===== src/rtl/conv_window_feeder.sv =====
// rtl/conv_window_feeder.sv - raster pixel stream to packed 3x3xC convolution windows
//
// Purpose:
//   Turns a raster-order pixel stream (all channels of one pixel per beat) into
//   one packed 3x3xINPUT_CHANNEL window per output position, stride 1, no padding.
//   Two line buffers hold rows y-1 and y-2. Two column shift registers hold the
//   previous two columns of the current 3-row strip. Windows are emitted with
//   valid/ready backpressure. A new window is loaded on the edge after the
//   pixel that completes it is accepted.
//
// Ports:
//   clk_i        clock, rising edge
//   rst_n        synchronous active-low reset
//   start_i      1-cycle pulse, starts a frame (only honoured in IDLE)
//   pix_valid_i  pixel beat valid
//   pix_ready_o  pixel beat accepted on valid & ready
//   pix_data_i   channel c at [c*DATA_W +: DATA_W]
//   win_valid_o  window valid
//   win_ready_i  downstream accepts window on valid & ready
//   win_data_o   sample (c, r, k) at [DATA_W*(c*9 + r*3 + k) +: DATA_W]
//   win_row_o    top-left pixel row of the window
//   win_col_o    top-left pixel col of the window
//   busy_o       frame in progress
//   done_o       1-cycle pulse after the final window handshake

module conv_window_feeder #(
    parameter int IMG_W         = 32,
    parameter int IMG_H         = 32,
    parameter int INPUT_CHANNEL = 3,
    parameter int DATA_W        = 8,
    localparam int WIN_W        = 9 * INPUT_CHANNEL * DATA_W
) (
    input  logic                              clk_i,
    input  logic                              rst_n,
    input  logic                              start_i,
    input  logic                              pix_valid_i,
    output logic                              pix_ready_o,
    input  logic [INPUT_CHANNEL*DATA_W-1:0]   pix_data_i,
    output logic                              win_valid_o,
    input  logic                              win_ready_i,
    output logic [WIN_W-1:0]                  win_data_o,
    output logic [15:0]                       win_row_o,
    output logic [15:0]                       win_col_o,
    output logic                              busy_o,
    output logic                              done_o
);

    localparam int          PIX_W  = INPUT_CHANNEL * DATA_W;
    localparam int          XW     = (IMG_W > 1) ? $clog2(IMG_W) : 1;
    localparam logic [15:0] X_LAST = 16'(IMG_W - 1);
    localparam logic [15:0] Y_LAST = 16'(IMG_H - 1);

    typedef enum logic [1:0] {
        S_IDLE   = 2'd0,
        S_ACTIVE = 2'd1,
        S_DONE   = 2'd2
    } state_t;

    state_t            state_q, state_d;
    logic [15:0]       x_q, x_d;
    logic [15:0]       y_q, y_d;
    logic              last_q, last_d;
    logic              win_valid_q, win_valid_d;
    logic [WIN_W-1:0]  win_data_q, win_data_d;
    logic [15:0]       win_row_q, win_row_d;
    logic [15:0]       win_col_q, win_col_d;

    // Line buffers: lb1 holds row y-1, lb2 holds row y-2, indexed by column.
    logic [PIX_W-1:0]  lb1_q [IMG_W];
    logic [PIX_W-1:0]  lb2_q [IMG_W];
    // Column shift registers, index = window row: sr0 = column x-2, sr1 = column x-1.
    logic [PIX_W-1:0]  sr0_q [3];
    logic [PIX_W-1:0]  sr1_q [3];
    logic [PIX_W-1:0]  col_new [3];

    logic              pix_ready;
    logic              pix_fire;
    logic              win_fire;
    logic              load_win;
    logic              at_last_pix;
    logic [XW-1:0]     lb_idx;
    logic [WIN_W-1:0]  win_pack;

    // A pixel may enter only when the output register is free or draining this cycle,
    // so a stalled window is never overwritten.
    assign pix_ready   = (state_q == S_ACTIVE) & ~last_q & (~win_valid_q | win_ready_i);
    assign pix_fire    = pix_valid_i & pix_ready;
    assign win_fire    = win_valid_q & win_ready_i;
    assign lb_idx      = x_q[XW-1:0];
    assign load_win    = pix_fire & (x_q >= 16'd2) & (y_q >= 16'd2);
    assign at_last_pix = (x_q == X_LAST) & (y_q == Y_LAST);

    // Column x of the 3-row strip: oldest row on top, incoming pixel at the bottom.
    always_comb begin
        col_new[0] = lb2_q[lb_idx];
        col_new[1] = lb1_q[lb_idx];
        col_new[2] = pix_data_i;
    end

    // Pack the window for top-left (y-2, x-2) from the two held columns plus the new one.
    always_comb begin
        win_pack = '0;
        for (int r = 0; r < 3; r++) begin
            for (int c = 0; c < INPUT_CHANNEL; c++) begin
                win_pack[DATA_W*(c*9 + r*3 + 0) +: DATA_W] = sr0_q[r][c*DATA_W +: DATA_W];
                win_pack[DATA_W*(c*9 + r*3 + 1) +: DATA_W] = sr1_q[r][c*DATA_W +: DATA_W];
                win_pack[DATA_W*(c*9 + r*3 + 2) +: DATA_W] = col_new[r][c*DATA_W +: DATA_W];
            end
        end
    end

    always_comb begin
        state_d     = state_q;
        x_d         = x_q;
        y_d         = y_q;
        last_d      = last_q;
        win_valid_d = win_valid_q;
        win_data_d  = win_data_q;
        win_row_d   = win_row_q;
        win_col_d   = win_col_q;

        case (state_q)
            S_IDLE: begin
                if (start_i) begin
                    state_d = S_ACTIVE;
                    x_d     = 16'd0;
                    y_d     = 16'd0;
                    last_d  = 1'b0;
                end
            end

            S_ACTIVE: begin
                if (pix_fire) begin
                    if (x_q == X_LAST) begin
                        x_d = 16'd0;
                        y_d = (y_q == Y_LAST) ? 16'd0 : y_q + 16'd1;
                    end else begin
                        x_d = x_q + 16'd1;
                    end
                    if (at_last_pix) begin
                        last_d = 1'b1;
                    end
                end

                // Loading takes priority over clearing so a handshake plus a new
                // window in the same cycle keeps the stream at full rate.
                if (load_win) begin
                    win_valid_d = 1'b1;
                    win_data_d  = win_pack;
                    win_row_d   = y_q - 16'd2;
                    win_col_d   = x_q - 16'd2;
                end else if (win_fire) begin
                    win_valid_d = 1'b0;
                end

                // Once the last pixel is in, the only pending window is the final one.
                if (last_q & win_fire) begin
                    state_d = S_DONE;
                end
            end

            S_DONE: begin
                state_d = S_IDLE;
                last_d  = 1'b0;
            end

            default: begin
                state_d = S_IDLE;
            end
        endcase
    end

    always_ff @(posedge clk_i) begin
        if (!rst_n) begin
            state_q     <= S_IDLE;
            x_q         <= 16'd0;
            y_q         <= 16'd0;
            last_q      <= 1'b0;
            win_valid_q <= 1'b0;
            win_data_q  <= '0;
            win_row_q   <= 16'd0;
            win_col_q   <= 16'd0;
        end else begin
            state_q     <= state_d;
            x_q         <= x_d;
            y_q         <= y_d;
            last_q      <= last_d;
            win_valid_q <= win_valid_d;
            win_data_q  <= win_data_d;
            win_row_q   <= win_row_d;
            win_col_q   <= win_col_d;
        end
    end

    // Pixel storage carries no reset: stale contents are never used because a
    // window needs two fresh rows and two fresh columns of the current frame.
    always_ff @(posedge clk_i) begin
        if (rst_n && pix_fire) begin
            lb2_q[lb_idx] <= lb1_q[lb_idx];
            lb1_q[lb_idx] <= pix_data_i;
            for (int r = 0; r < 3; r++) begin
                sr0_q[r] <= sr1_q[r];
                sr1_q[r] <= col_new[r];
            end
        end
    end

    assign pix_ready_o = pix_ready;
    assign win_valid_o = win_valid_q;
    assign win_data_o  = win_data_q;
    assign win_row_o   = win_row_q;
    assign win_col_o   = win_col_q;
    assign busy_o      = (state_q == S_ACTIVE);
    assign done_o      = (state_q == S_DONE);

endmodule


===== config.mk =====
export PLATFORM = sky130hd
export DESIGN_NAME = conv_window_feeder
export DESIGN_NICKNAME = d
export VERILOG_FILES = /design/src/rtl/conv_window_feeder.sv
export SDC_FILE = /design/constraint.sdc
export NUM_CORES = 2
export LEC_CHECK = 0
export BUFFER_PORTS_ARGS = -buffer_cell sky130_fd_sc_hd__buf_2
export CAP_MARGIN = 20
export CORE_MARGIN = 5
export CORE_UTILIZATION = 57
export DETAILED_ROUTE_END_ITERATION = 16
export PLACE_DENSITY_LB_ADDON = 0.08
export SLEW_MARGIN = 15
export SYNTH_ARGS = -nofsm -noshare
export SYNTH_HDL_FRONTEND = slang
export SYNTH_SLANG_ARGS = --single-unit

===== constraint.sdc =====
create_clock -name clk_i -period 10.6 [get_ports clk_i]
set_clock_uncertainty 0.15 [all_clocks]
set_input_delay 0.53 -clock clk_i [delete_from_list [all_inputs] [get_ports clk_i]]
set_output_delay 0.53 -clock clk_i [all_outputs]
set_load 0.01 [all_outputs]

After elaboration in Yosys (flattened, before gate mapping)
Memory sizes are Yosys's and may differ from the RTL's. A register that Yosys moved wholly into a read port is not among the register bits.
Cells that the tools add are included.

word-level totals
  flip-flop bits (word level) = 284
  memory bits (writable) = 1680
  bits of input ports = 29
  output and inout bits = 252
  logic and storage cells = 75
  memories kept = 4

memories
  memory  words  width  rd ports  clocked after Yosys merged registers in  wr ports  RTL line  text
  lb1_q   32     24     1         1                                        1         69        logic [PIX_W-1:0] lb1_q [IMG_W];
  lb2_q   32     24     1         1                                        1         70        logic [PIX_W-1:0] lb2_q [IMG_W];
  sr0_q   3      24     3         3                                        3         72        logic [PIX_W-1:0] sr0_q [3];
  sr1_q   3      24     3         0                                        3         73        logic [PIX_W-1:0] sr1_q [3];

operators by class
  add/sub/neg operators = 4
  order comparisons = 2
  equality and inequality tests = 9
  muxes and demuxes = 23
  bitwise logic cells = 11
  reductions and logical operators = 14

operators by type and width
  operator                                                                               count
  16-bit two-way mux                                                                     6
  16-bit case mux with 2 select lines                                                    2
  16-bit by 1-bit adder with 16-bit output (second input constant)                       2
  16-bit by 5-bit == test with 1-bit output (second input constant)                      2
  16-bit by 2-bit greater-or-equal comparator with 1-bit output (second input constant)  2
  16-bit by 2-bit subtractor with 16-bit output (second input constant)                  2
  5-bit two-way mux                                                                      4
  1-bit AND                                                                              8
  2-bit by 1-bit != test with 1-bit output (second input constant)                       4
  4-bit AND reduction                                                                    2
  1-bit two-way mux                                                                      7
  2-bit AND reduction                                                                    3
  2-bit two-way mux                                                                      2
  2-bit case mux with 2 select lines                                                     1
  2-bit nonzero test                                                                     2
  1-bit logical NOT                                                                      3
  1-bit case mux with 3 select lines                                                     1
  3-bit AND reduction                                                                    1
  3-bit nonzero test                                                                     1
  2-bit by 1-bit == test with 1-bit output (second input constant)                       1
  2-bit == test (second input constant)                                                  1
  2-bit logical NOT                                                                      1
  2-bit != test (second input constant)                                                  1
  1-bit inverter                                                                         2
  other kinds (2)                                                                        2

Logic depth before layout (Yosys ltp)
  depth after elaboration = 8
  gate-level depth with buffers = 10
  gate-level depth less buffers = 7

Least setup slack after synthesis
OpenSTA, ideal clock, no wires.

  path type = register to register
  from = register state_q[1]
  to = memory lb1_q[12][0] in the netlist's numbering (enable)
  library setup time = 0.454 ns
  arrival time = 8.270 ns
  required time = 9.996 ns
  slack = 1.726 ns
  stages on the path, launching flop included = 8
  path buffers = 1
  clock period less this slack = 8.874 ns
  cells stage by stage = dfxtp_1 -> nand2b_1 -> clkinv_1 -> and4_1 -> and2_1 -> clkbuf_1 -> nand2_1 -> nor2_1

on the way
  word-level cells in the longest chain between the ends = 7

ends and longest elaborated chain
  element                                   RTL line  text
  start: declaration                        59        state_t state_q, state_d;
  start signal: assignment                  184       state_q <= state_d;
  2-bit by 1-bit == test with 1-bit output  n/a
  net busy_o                                44        output logic busy_o,
  1-bit AND (2 in a row)                    86        assign pix_ready = (state_q == S_ACTIVE) & ~last_q & (~win_valid_q | win_ready_i);
  1-bit AND                                 87        assign pix_fire = pix_valid_i & pix_ready;
  1-bit logical AND                         198       if (rst_n && pix_fire) begin
  1-bit two-way mux                         198
  1-bit two-way mux (not written as such)   200       lb1_q[lb_idx] <= pix_data_i;
  end: declaration                          69

The timed path passes the listed nets, and every way through them passes these cells.

Final worst setup path
  from = register state_q[0]
  to = memory lb1_q[25][1] in the netlist's numbering (enable)

on the way
  word-level cells in the longest chain between the ends = 7

ends and longest elaborated chain
  element                                   RTL line
  2-bit by 1-bit == test with 1-bit output  86
  1-bit AND (2 in a row)                    86
  1-bit AND                                 87
  1-bit logical AND                         198
  1-bit two-way mux                         198
  1-bit two-way mux (not written as such)   200

No other way between the ends.

==> metrics.csv <==
metric;value;unit
synthFlopType;edfxtp_1;
synth-seq-area-share;75.34;%
dieArea;138300;µm²
p_comb_share;3.9;%
tightestPinTransition;1118;ps
ys_ff_latch;1969;
clock_latency;800;ps
clk_pin_slew;60;ps
cp_cell_sequence;nand2b_1 -> clkinv_1 -> and4_1 -> and2_4 -> nand2_1 -> nor2_4 -> buf_4;
dp.cells;6479;
nFillCells;9265;
min_path_type;in2reg;
setup_violations;0;
critPathKind;reg2reg;
clockBufferDepth;3;
cp_slowest_stage_delay;1020;ps
multi_input_area;17420;µm²
grt_usage;26.06;%
p_leak;0.02668;µW
detailedPlace.worstSlack;5705;ps
via_per_inst;6.027;
place_area;78040;µm²
finalNonFillerCells;6844;
area_growth;12.65;%
drtIter0Drc;4477;
antenna_found_initial;10;
cts_htree_levels;4;
yosysUniqueCellTypes;57;
drive_gt1_share;15.36;%
num_vias;41250;
syn_avg_cell_area;15.97;µm²
pin_count;281;
synthesis.area;74640;µm²
clock_sinks;1969;
cp_num_cells;7;
cp_top_family;simple AND/OR/NAND/NOR gates;
drcViolationCount;0;
status;finished, final reports clean;
cts_setup_buffers;0;
stdcell_area;84080;µm²
grt_max_degree;191;
first_global_vias;39680;
p_per_area;184.7;nW/µm²
cp_max_fo;70;
antenna_left;0;
max_freq;203.7;MHz
wirelength;181900;µm
cp_num_buf_inv;2;
rows;132;
finalCritPeriodShare;46.30;%
cts_resized;0;
die_x;371.9;µm
syn-num-nets;4714;
firstDrtPassIters;6;
async_flop_share;0;%
wire_per_inst;26.58;µm
mostFrequentLayoutCell;edfxtp_1;
cts_tree;yes;
cp-start-kind;flip-flop;
power.switching;3258;µW
min_period;4908;ps
yosysTopAreaCell;edfxtp_1;
grt_overflow_total;0;
start_util;57.49;%
core;129800;µm²
cts_buffers;192;
whs;142.5;ps
critPathSlowestCell;nor2_4;
yosysWarnings;0;
drv_cap;0;
gp_congestion;0.7900;
netlist.area_leader.share;67.59;%
power_frac_clock;41.4;%
regArea;56240;µm²
ir_drop;0.1638;mV
nNetsFinal;4975;
rsz0062_at_grt;false;
endpoint_kind;flip-flop;
synth_edf_count;1680;
most-common-layout-cells;edfxtp_1, mux2i_1, nand2_1, dfxtp_1, a21oi_1;
synthCells;4675;
cp.arrival;5180;ps
p_int;12270;µW
grt_pass1_wl;264700;µm
slew_violations;0;
chipHeight;371.9;µm
io_buffers;280;
dp_hpwl;97560;µm
synth.area.top_cells;edfxtp_1, mux2i_1, dfxtp_1;
holdPathStages;3;
ctsHoldBuffers;2;
layout_setup_ws;5692;ps
hold_viol_final;0;
slew_headroom;25.50;%
p_seq_share;54.7;%
root_buffer;clkbuf_16;
sw_frac_of_total;20.98;%
reg2reg_depth;7;
tns;0;ps
required;10870;ps
[Yosys cell counts (all sizes together), types with 8 or more instances]
master and number:
o21ai 105, edfxtp 1680, xnor2 31, and3 12, inv 11, nor2 95, mux2i 721, xor2 14
clkbuf 200, o22ai 48, a22o 48, dfxtp 289, a211o 48, a22oi 241, buf 101, mux2 48
ha 10, a211oi 73, a21oi 284, o21ba 48, nor3 10, nand3 18, nand2 467, nand2b 8
[cell type report]
class / count / share of cell area [%]
Inverter: 12 / 0.05953
Clock buffer: 267 / 6.320
Tap cell: 1742 / 2.592
Multi-Input combinational cell: 2393 / 20.72
Timing Repair Buffer: 368 / 2.658
Clock inverter: 89 / 0.7515
Sequential cell: 1969 / 66.89
Antenna cell: 4 / 0.01191
[flip-flops by register name, indices dropped and copies added, names as in the netlist, named ones only]
signal and flops:
last_q 1, lb1_q 768, lb2_q 768, sr0_q 72
sr1_q 72, state_q 2, win_col_o 16, win_data_o 216
win_row_o 16, win_valid_o 1, x_q 16, y_q 16
[logic make-up after synthesis]
kind of cell / after synthesis / synth area share [%]
flip-flops: 1969 / 75.34
AO/OA/AOI/OAI: 908 / 8.127
multiplexers: 769 / 10.39
AND/OR/NAND/NOR: 661 / 3.693
buffers and inverters: 313 / 1.747
XOR/XNOR: 45 / 0.5281
adder cells (fa/ha/maj): 10 / 0.1676
[power groups by stage]
stage | combinational [µW] | clock (µW) | sequential [µW]
detailed placement | 600 | 0 | 8660
global route | 647 | 6870 | 8490
finish | 609 | 6430 | 8500
CTS | 603 | 6530 | 8500
floorplan | 310 | 0 | 8660
global placement | 588 | 0 | 8660
[metrics by stage]
step	total power (µW)	utilization [%]
6_report	15530	64.77
5_1_grt	16010	64.76
3_5_place_dp	9262	60.11
3_3_place_gp	9249	60.08
4_1_cts	15640	64.71
2_1_floorplan	8968	-
[worst min-delay path: stages]
cell	delay (ps)
buf_2	290
nand2_1	140
a21oi_1	60
[worst paths after layout]
kind                                       end  slack [ps]                     from
setup reg to reg        lb1_q[25][1]$_DFFE_PP_        5690  state_q[0]$_SDFFE_PN0P_
hold reg to reg         sr0_q[1][15]$_DFFE_PP_         300   sr1_q[0][39]$_DFFE_PP_
setup / recovery        lb1_q[25][1]$_DFFE_PP_        5690  state_q[0]$_SDFFE_PN0P_
hold / removal    win_data_o[141]$_SDFFE_PN0P_         140           pix_data_i[13]
[routing by layer]
| metal | up-vias | share of wire [%] | global-route usage (%) |
|---|---|---|---|
| met5 | - | 0 | 0 |
| met4 | 0 | 2.1 | 6.493 |
| met3 | 231 | 8.4 | 5.227 |
| met2 | 1582 | 46 | 40.29 |
| met1 | 20880 | 44 | 38.59 |
| li1 | 18550 | - | - |
Note: power is estimated with default switching activity, not from simulation.
